### config.mk
export PLATFORM = sky130hd
export DESIGN_NAME = uart_tx_sched
export DESIGN_NICKNAME = d
export VERILOG_FILES = /design/src/rtl/uart_pkg.sv /design/src/rtl/uart_rr_arbiter.sv /design/src/rtl/uart_tx_sched.sv
export SDC_FILE = /design/constraint.sdc
export NUM_CORES = 1
export LEC_CHECK = 0
export ABC_AREA = 1
export ABC_CLOCK_PERIOD_IN_PS = 2600
export BUFFER_PORTS_ARGS = -buffer_cell sky130_fd_sc_hd__buf_4
export CORE_MARGIN = 5
export CORE_UTILIZATION = 30
export DETAILED_ROUTE_END_ITERATION = 16
export MAX_ROUTING_LAYER = met4
export PLACE_DENSITY = 0.6
export SLEW_MARGIN = 30
export SYNTH_ARGS = -nofsm -noshare
export SYNTH_HDL_FRONTEND = slang
export SYNTH_SLANG_ARGS = --single-unit
### constraint.sdc
create_clock -name clk -period 2.6 [get_ports clk]
set_clock_uncertainty 0.1 [all_clocks]
set_input_delay 0.13 -clock clk [delete_from_list [all_inputs] [get_ports clk]]
set_output_delay 0.13 -clock clk [all_outputs]
set_load 0.05 [all_outputs]
### src/rtl/uart_pkg.sv
// Shared types and helpers for the adaptive-UART transmit path.
package uart_pkg;

  localparam int DEF_DATA_W = 8;
  localparam int RR_MAX     = 8;

  typedef enum logic [1:0] {IDLE, ISSUE, WAIT_DONE, GAP} tx_sched_state_t;

  // Rotating-priority pick: first set bit at or above ptr, wrapping at n (n <= RR_MAX).
  function automatic logic [2:0] rr_pick(input logic [RR_MAX-1:0] valid,
                                         input logic [2:0] ptr, input int n);
    logic [2:0] win;
    logic       found;
    int         idx;
    win   = '0;
    found = 1'b0;
    for (int k = 0; k < RR_MAX; k++) begin
      idx = (int'(ptr) + k) % n;
      if (k < n && !found && valid[idx[2:0]]) begin
        win   = idx[2:0];
        found = 1'b1;
      end
    end
    return win;
  endfunction

endpackage

### src/rtl/uart_rr_arbiter.sv
// Combinational rotating-priority picker: request vector plus pointer in,
// one-hot grant and winner index out.
module uart_rr_arbiter
  import uart_pkg::*;
#(
  parameter  int NREQ = 4,
  localparam int IW   = $clog2(NREQ)
) (
  input  logic [NREQ-1:0] req,
  input  logic [IW-1:0]   ptr,
  output logic [NREQ-1:0] gnt,
  output logic [IW-1:0]   idx,
  output logic            hit
);

  logic [RR_MAX-1:0] req_ext;
  logic [2:0]        pick;

  always_comb begin
    req_ext            = '0;
    req_ext[NREQ-1:0]  = req;
    pick               = rr_pick(req_ext, 3'(ptr), NREQ);
    idx                = pick[IW-1:0];
    hit                = |req;
    gnt                = hit ? (NREQ'(1) << idx) : '0;
  end

endmodule

### src/rtl/uart_tx_sched.sv
// Round-robin scheduler feeding one UART serializer: one frame in flight,
// inter-frame idle gap, and repeat flagging of back-to-back identical bytes.
module uart_tx_sched
  import uart_pkg::*;
#(
  parameter int NREQ    = 4,
  parameter int DATA_W  = DEF_DATA_W,
  parameter int GAP_CYC = 2
) (
  input  logic                     clk,
  input  logic                     rst_n,
  input  logic [NREQ-1:0]          req_valid,
  input  logic [NREQ*DATA_W-1:0]   req_data,
  output logic [NREQ-1:0]          req_ready,
  input  logic                     idle_mode,
  output logic                     tx_valid,
  output logic [DATA_W-1:0]        tx_data,
  output logic                     tx_rep,
  input  logic                     tx_ready,
  input  logic                     tx_done,
  output logic [$clog2(NREQ)-1:0]  grant_id,
  output logic                     busy
);

  localparam int IW = $clog2(NREQ);
  localparam int GW = (GAP_CYC > 0) ? $clog2(GAP_CYC + 1) : 1;

  tx_sched_state_t   state;
  logic [IW-1:0]     rr_ptr;
  logic [IW-1:0]     win_idx;
  logic [NREQ-1:0]   win_gnt;
  logic              win_hit;
  logic [DATA_W-1:0] win_byte;
  logic [DATA_W-1:0] last_byte;
  logic              last_valid;
  logic [GW-1:0]     gap_cnt;

  uart_rr_arbiter #(.NREQ(NREQ)) u_arb (
    .req (req_valid),
    .ptr (rr_ptr),
    .gnt (win_gnt),
    .idx (win_idx),
    .hit (win_hit)
  );

  assign win_byte = req_data[win_idx*DATA_W +: DATA_W];

  // Handshakes: a transfer happens on a rising edge where valid & ready are both high;
  // producers hold valid/data until then, and req_ready is only offered in IDLE.
  assign req_ready = (rst_n && state == IDLE) ? win_gnt : '0;
  assign tx_valid  = (state == ISSUE);
  assign busy      = (state != IDLE);

  always_ff @(posedge clk or negedge rst_n) begin
    if (!rst_n) begin
      state      <= IDLE;
      tx_data    <= '0;
      tx_rep     <= 1'b0;
      grant_id   <= '0;
      rr_ptr     <= '0;
      last_byte  <= '0;
      last_valid <= 1'b0;
      gap_cnt    <= '0;
    end else begin
      case (state)
        IDLE: begin
          if (win_hit) begin
            tx_data  <= win_byte;
            grant_id <= win_idx;
            tx_rep   <= idle_mode && last_valid && (win_byte == last_byte);
            rr_ptr   <= (win_idx == IW'(NREQ - 1)) ? '0 : win_idx + 1'b1;
            state    <= ISSUE;
          end
        end
        ISSUE: begin
          // tx_done cannot belong to this frame yet, so it is ignored here.
          if (tx_ready) begin
            last_byte  <= tx_data;
            last_valid <= 1'b1;
            state      <= WAIT_DONE;
          end
        end
        WAIT_DONE: begin
          if (tx_done) begin
            if (GAP_CYC == 0) begin
              state <= IDLE;
            end else begin
              gap_cnt <= GW'(GAP_CYC);
              state   <= GAP;
            end
          end
        end
        GAP: begin
          gap_cnt <= gap_cnt - 1'b1;
          if (gap_cnt == GW'(1)) state <= IDLE;
        end
        default: state <= IDLE;
      endcase
    end
  end

endmodule

Word level (Yosys, flattened, before mapping)
Cells that the tools add are included.

Logic and storage cells: 77. Output and inout bits: 17. Bits in registers: 26. Bits of input ports: 41.

Multiplexer cells: 25. Shift operators: 2. Bitwise gates (word level): 3. Equality and inequality tests: 10. $lt $le $gt $ge: 4. Add/sub/neg operators: 5. Reductions and logical operators: 20.

Operator list (count): variable part select 32 x 6 -> 8 bit (1); 2-to-1 mux 2 bit (10); less-than comparator 3 x 4 -> 1 bit, second input constant (3); binary-select mux 1 bit (select 3 bit) (3); equality test 8 bit (1); 2-to-1 mux 4 bit (2); one-hot mux 2 bit (4 select lines) (1); 2-to-1 mux 1 bit (7); equality test 2 bit, second input constant (3); logical AND 1 bit (6); AND reduction 2 bit (3); OR reduction 2 bit (3); adder 2 x 1 -> 2 bit, second input constant (2); adder 2 bit, second input constant (2); equality test 2 x 1 -> 1 bit, second input constant (2); less-than comparator 2 x 4 -> 1 bit, second input constant (1); inequality test 2 x 1 -> 1 bit, second input constant (2); inequality test 2 bit, second input constant (2); one-hot mux 2 bit (2 select lines) (1); AND reduction 4 bit (1); nonzero test 2 bit (2); OR reduction 4 bit (1); left shift 1 x 2 -> 4 bit, first input constant (1); AND 1 bit, first input constant (3); 4 further kinds (6).

Depth between registers and ports, before layout
Word-level depth: 16. Depth in mapped cells: 21. Gate-level depth less buffers: 20.

By module
From an unflattened synthesis, not the netlist that was laid out.

Cell total of the unflattened synthesis: 277. Area, all modules: 1893.1 um^2.

By module, submodules not included: uart_tx_sched (times used 1, area an instance 1551.5 um^2, cells an instance 211, seq. area each 650.6 um^2); uart_rr_arbiter (times used 1, area an instance 341.6 um^2, cells an instance 66, seq. area each 0.0 um^2).

Worst setup path before layout
Ideal clock, no wire load.

Path kind: reg2out. From: register rr_ptr[0]. To: output port req_ready[2]. Data required time: 2.370 ns. Slack: 0.215 ns. Stages on the path, launching flop included: 13. Data arrival time: 2.155 ns. Path buffers: 2. Cell sequence: dfrtp_1 buf_6 inv_6 nand2_2 and2_4 a21oi_4 nand2_2 nor2_2 nand3b_4 buf_6 ha_1 nand2_1 nor2_1.

Longest elaborated chain between the ends: 16. Elaborated cells on any way between the ends: 33. Those cells by class: 3 x add/sub; 1 x shift; 17 x mux; 3 x bitwise; 9 x reduce/logical.

RTL lines: from (decl) (line uart_tx_sched.sv:29) `logic [IW-1:0] rr_ptr;`; from (signal assigned) (line uart_tx_sched.sv:71) `rr_ptr <= (win_idx == IW'(NREQ - 1)) ? '0 : win_idx + 1'b1;`; adder 2 x 1 -> 2 bit (line uart_pkg.sv:18) `idx = (int'(ptr) + k) % n;`; OR reduction 2 bit (no source line); AND 1 bit (no source line); binary-select mux 1 bit (select 3 bit) (line uart_pkg.sv:19) `if (k < n && !found && valid[idx[2:0]]) begin`; 2-to-1 mux 1 bit (not written as such) (line uart_pkg.sv:19); logical AND 1 bit (line uart_pkg.sv:19); 2-to-1 mux 1 bit (line uart_pkg.sv:19); zero test 1 bit (line uart_pkg.sv:19); logical AND 1 bit (line uart_pkg.sv:19); 2-to-1 mux 1 bit (line uart_pkg.sv:19); zero test 1 bit (line uart_pkg.sv:19); logical AND 1 bit (line uart_pkg.sv:19); 2-to-1 mux 2 bit * (line uart_pkg.sv:19); via u_arb.idx[1] (line uart_rr_arbiter.sv:12) `output logic [IW-1:0] idx,`; left shift 1 x 2 -> 4 bit * (line uart_rr_arbiter.sv:25) `gnt = hit ? (NREQ'(1) << idx) : '0;`; 2-to-1 mux 4 bit * (line uart_rr_arbiter.sv:25); 2-to-1 mux 4 bit * (line uart_tx_sched.sv:50) `assign req_ready = (rst_n && state == IDLE) ? win_gnt : '0;`; to (decl) (line uart_tx_sched.sv:14) `output logic [NREQ-1:0] req_ready,`.

The timed path passes the listed nets; every way through them passes the cells marked *. The select of a mux whose other input is x is not followed.

Final worst setup path
From: register rr_ptr[0]. To: output port req_ready[3].

Longest elaborated chain between the ends: 16. Elaborated cells on any way between the ends: 33. Those cells by class: 3 x add/sub; 1 x shift; 17 x mux; 3 x bitwise; 9 x reduce/logical.

RTL lines (line): adder 2 x 1 -> 2 bit (uart_pkg.sv:18); OR reduction 2 bit (no source line); AND 1 bit (no source line); binary-select mux 1 bit (select 3 bit) (uart_pkg.sv:19); 2-to-1 mux 1 bit (not written as such) (uart_pkg.sv:19); logical AND 1 bit (uart_pkg.sv:19); 2-to-1 mux 1 bit (uart_pkg.sv:19); zero test 1 bit (uart_pkg.sv:19); logical AND 1 bit (uart_pkg.sv:19); 2-to-1 mux 1 bit (uart_pkg.sv:19); zero test 1 bit (uart_pkg.sv:19); logical AND 1 bit (uart_pkg.sv:19); 2-to-1 mux 2 bit * (uart_pkg.sv:19); left shift 1 x 2 -> 4 bit * (uart_rr_arbiter.sv:25); 2-to-1 mux 4 bit * (uart_rr_arbiter.sv:25); 2-to-1 mux 4 bit * (uart_tx_sched.sv:50).

Mark *: on every way between the ends. The rest lies on a longest branch, timed or not. The select of a mux whose other input is x is not followed.

==> out/metrics.cfg <==
[pwr]
finalPower_w=0.00404
power_density_nw_per_um2=1530
ir_drop_uv=521
leakage_nw=1.42

[cells_and_area]
multi_input_area_um2=1150
ff_latch_area_um2=652
finalInstanceArea_um2=2640
drive_gt1_share_pct=28.2
mostFrequentLayoutCells=nand2_1, buf_4, nand3_1
layout_commonest_cell=nand2_1
area_growth_pct=34.6
n_fill_cell=642
nets=400
antenna_cells=0

[global_routing]
grt_pass1_vias=1921
grt_pass1_wl_mm=8.56
antenna_found_initial=0
grt_start_max_net_pins=28
grt-ovfl-total=0
grt.total_usage_pct=12.6

[drt]
drc=0
vias=1961
wl_mm=5.30
drt_iter0_drc=81
drt-wirelength-per-cell_um=12.5
viasPerCell=4.61
ant_nets=0
dr.pass1.iters=4

[timing]
tns_ns=0
drv_slew=0
finalHoldViolations=0
worst_slack_ns=0.121
whs_ns=0.158
period_share_pct=95.3
max_slew_margin_pct=63.1
tightest_slew_ns=0.552
setup_viol=0
finalCriticalPeriod_ns=2.48
fmax_mhz=403

[critical_path]
reg2reg_to=tx_rep
start_kind=flip-flop
path_cells=buf_6 > nand2_1 > and2_4 > a21oi_4 > nand2_2 > nor2_4 > nand3b_4 > ha_1 > nand2_1 > nor2_1 > buf_6
critPathKind=flip-flop to output pin
worstPathRequired_ns=2.37
rrSetupSlack_ns=0.21
critPathCaptureType=output pin
r2r-start=rr_ptr[0]
cp_slowest_cell=dfrtp_2
slowest_delay_ns=0.45
arrival_ns=2.25
r2r_cells=19
worst-path-max-fanout=8

[clocking]
cts_buffers=3
cts.sinks=26
cts_tree=built
max-clock-path-buffers=2
root_buffer=clkbuf_8
htreeDepth=1
clk_pin_slew_ns=0.09
clk_latency_ns=0.28

[floorplanning]
ios=58
die_x_um=90.9
dieHeight_um=90.9
start_util_pct=30.9
core_um2=6350
rows=29
die-area_um2=8270

[placement]
numPortBuffers=57
post_dp_cell_area_um2=2450
hpwlAfterDp_mm=3.97
post-place-ws_ns=0.276
finalWeightedCongestion=0.851

[yosys]
netlist_instances=284
synth.area.top_cells=dfrtp_1, nand2_1, nand3_1, ha_1, inv_1
synth_top_cell_area_share_pct=33.1
synth_area_um2=1960
avgSynthCellArea_um2=6.92
synth_largest_area_cell=dfrtp_1
ys_types=29
seq_area_frac_synth_pct=33.1
syn-num-nets=335
ys_warn_count=0
ys_seq_elements=26

[hold_path]
min_from=tx_done
hold_path_end=gap_cnt[0]
hold_path_class=input port to flip-flop
whs_path_depth=5

[run]
maxCapViolations=0

[run_status]
status=complete, no violations

==> metal layers <==
layer,global-route usage [%],part of all wire (%),vias up
met4,3.30,1.1,0
met2,20.0,46,49
met3,2.08,4.5,5
li1,-,-,1027
met5,-,0,-
met1,16.6,48,880
==> report_power, final <==
group          switching, W  internal, W  leakage, nW
Sequential         0.000143     0.000597        0.308
Combinational       0.00189      0.00107         1.08
Clock              0.000135     0.000206       0.0357
==> registers in the layout, indices dropped and copies added (netlist names) <==
signal and count:
last_byte 8, tx_data 8, gap_cnt 2, grant_id 2, state 2, rr_ptr 2, tx_rep 1, last_valid 1
==> area by class of cell <==
| cell class | instances | area share, % |
|---|---|---|
| inverter | 35 | 5.35 |
| multi-input combinational | 215 | 43.7 |
| sequential | 26 | 24.7 |
| tap | 77 | 3.64 |
| clock buffer | 3 | 1.56 |
| clock inverter | 1 | 1.14 |
| timing repair buffer | 68 | 20.0 |
==> worst max path at each step <==
stage / start / to / slack [ns] / cells after the start
2_1_floorplan: rr_ptr[0] / req_ready[2] / 0.21 / 12
3_3_place_gp: rr_ptr[0] / tx_rep / 0.28 / 20
3_5_place_dp: rr_ptr[0] / tx_rep / 0.28 / 20
4_1_cts: rr_ptr[0] / req_ready[1] / 0.03 / 12
5_1_grt: rr_ptr[0] / req_ready[0] / -0.04 / 14
6_report: rr_ptr[0] / req_ready[3] / 0.12 / 11
==> synth_stat cells <==
master,count
a21oi_1,7
a21oi_4,1
and2_4,1
buf_2,1
buf_4,1
buf_6,4
clkbuf_1,3
dfrtp_1,26
ha_1,10
inv_1,31
inv_2,3
inv_6,1
mux2_2,2
nand2_1,96
nand2_2,8
nand2_4,1
nand3_1,34
nand3_2,2
nand3b_1,8
nand3b_4,1
nand4_1,1
nand4_2,1
nor2_1,17
nor2_2,2
nor3_1,1
nor4_1,1
o21ai_0,17
o21ai_1,2
o21bai_1,1
==> worst max-delay path, delay by kind of cell, from the launching register on <==
family                     cells  cell delay, ns
buffers and inverters          2            0.30
and+or+nand+nor                7            0.88
adders and majority gates      1            0.17
DFF                            1            0.45
AOI/OAI and AO/OA              1            0.15
==> repair_timing <==
item                                    4_1_cts  5_1_grt
gates cloned                                  0        1
buffers inserted                              0        6
pin swaps                                     0        3
endpoints found under the hold margin        26        0
resized for setup                             1       15
hold buffers                                  1        0
endpoints found under the setup margin        2        4
==> per-stage QoR <==
step / utilization (%) / instances
final: 41.6 / 425
after global routing: 41.6 / 425
after CTS: 39.9 / 418
after detailed placement: 38.6 / 413
after global placement: 38.6 / 413
after floorplan: - / 284
==> kinds of logic after synthesis <==
logic type | count (synthesis) | synth area share [%]
muxes | 2 | 1.15
DFF | 26 | 33.1
AOI/OAI and AO/OA | 28 | 7.83
adders and majority gates | 10 | 6.37
and+or+nand+nor | 174 | 41.1
buffers and inverters | 44 | 10.4
Note: power is estimated with default switching activity, not from simulation.
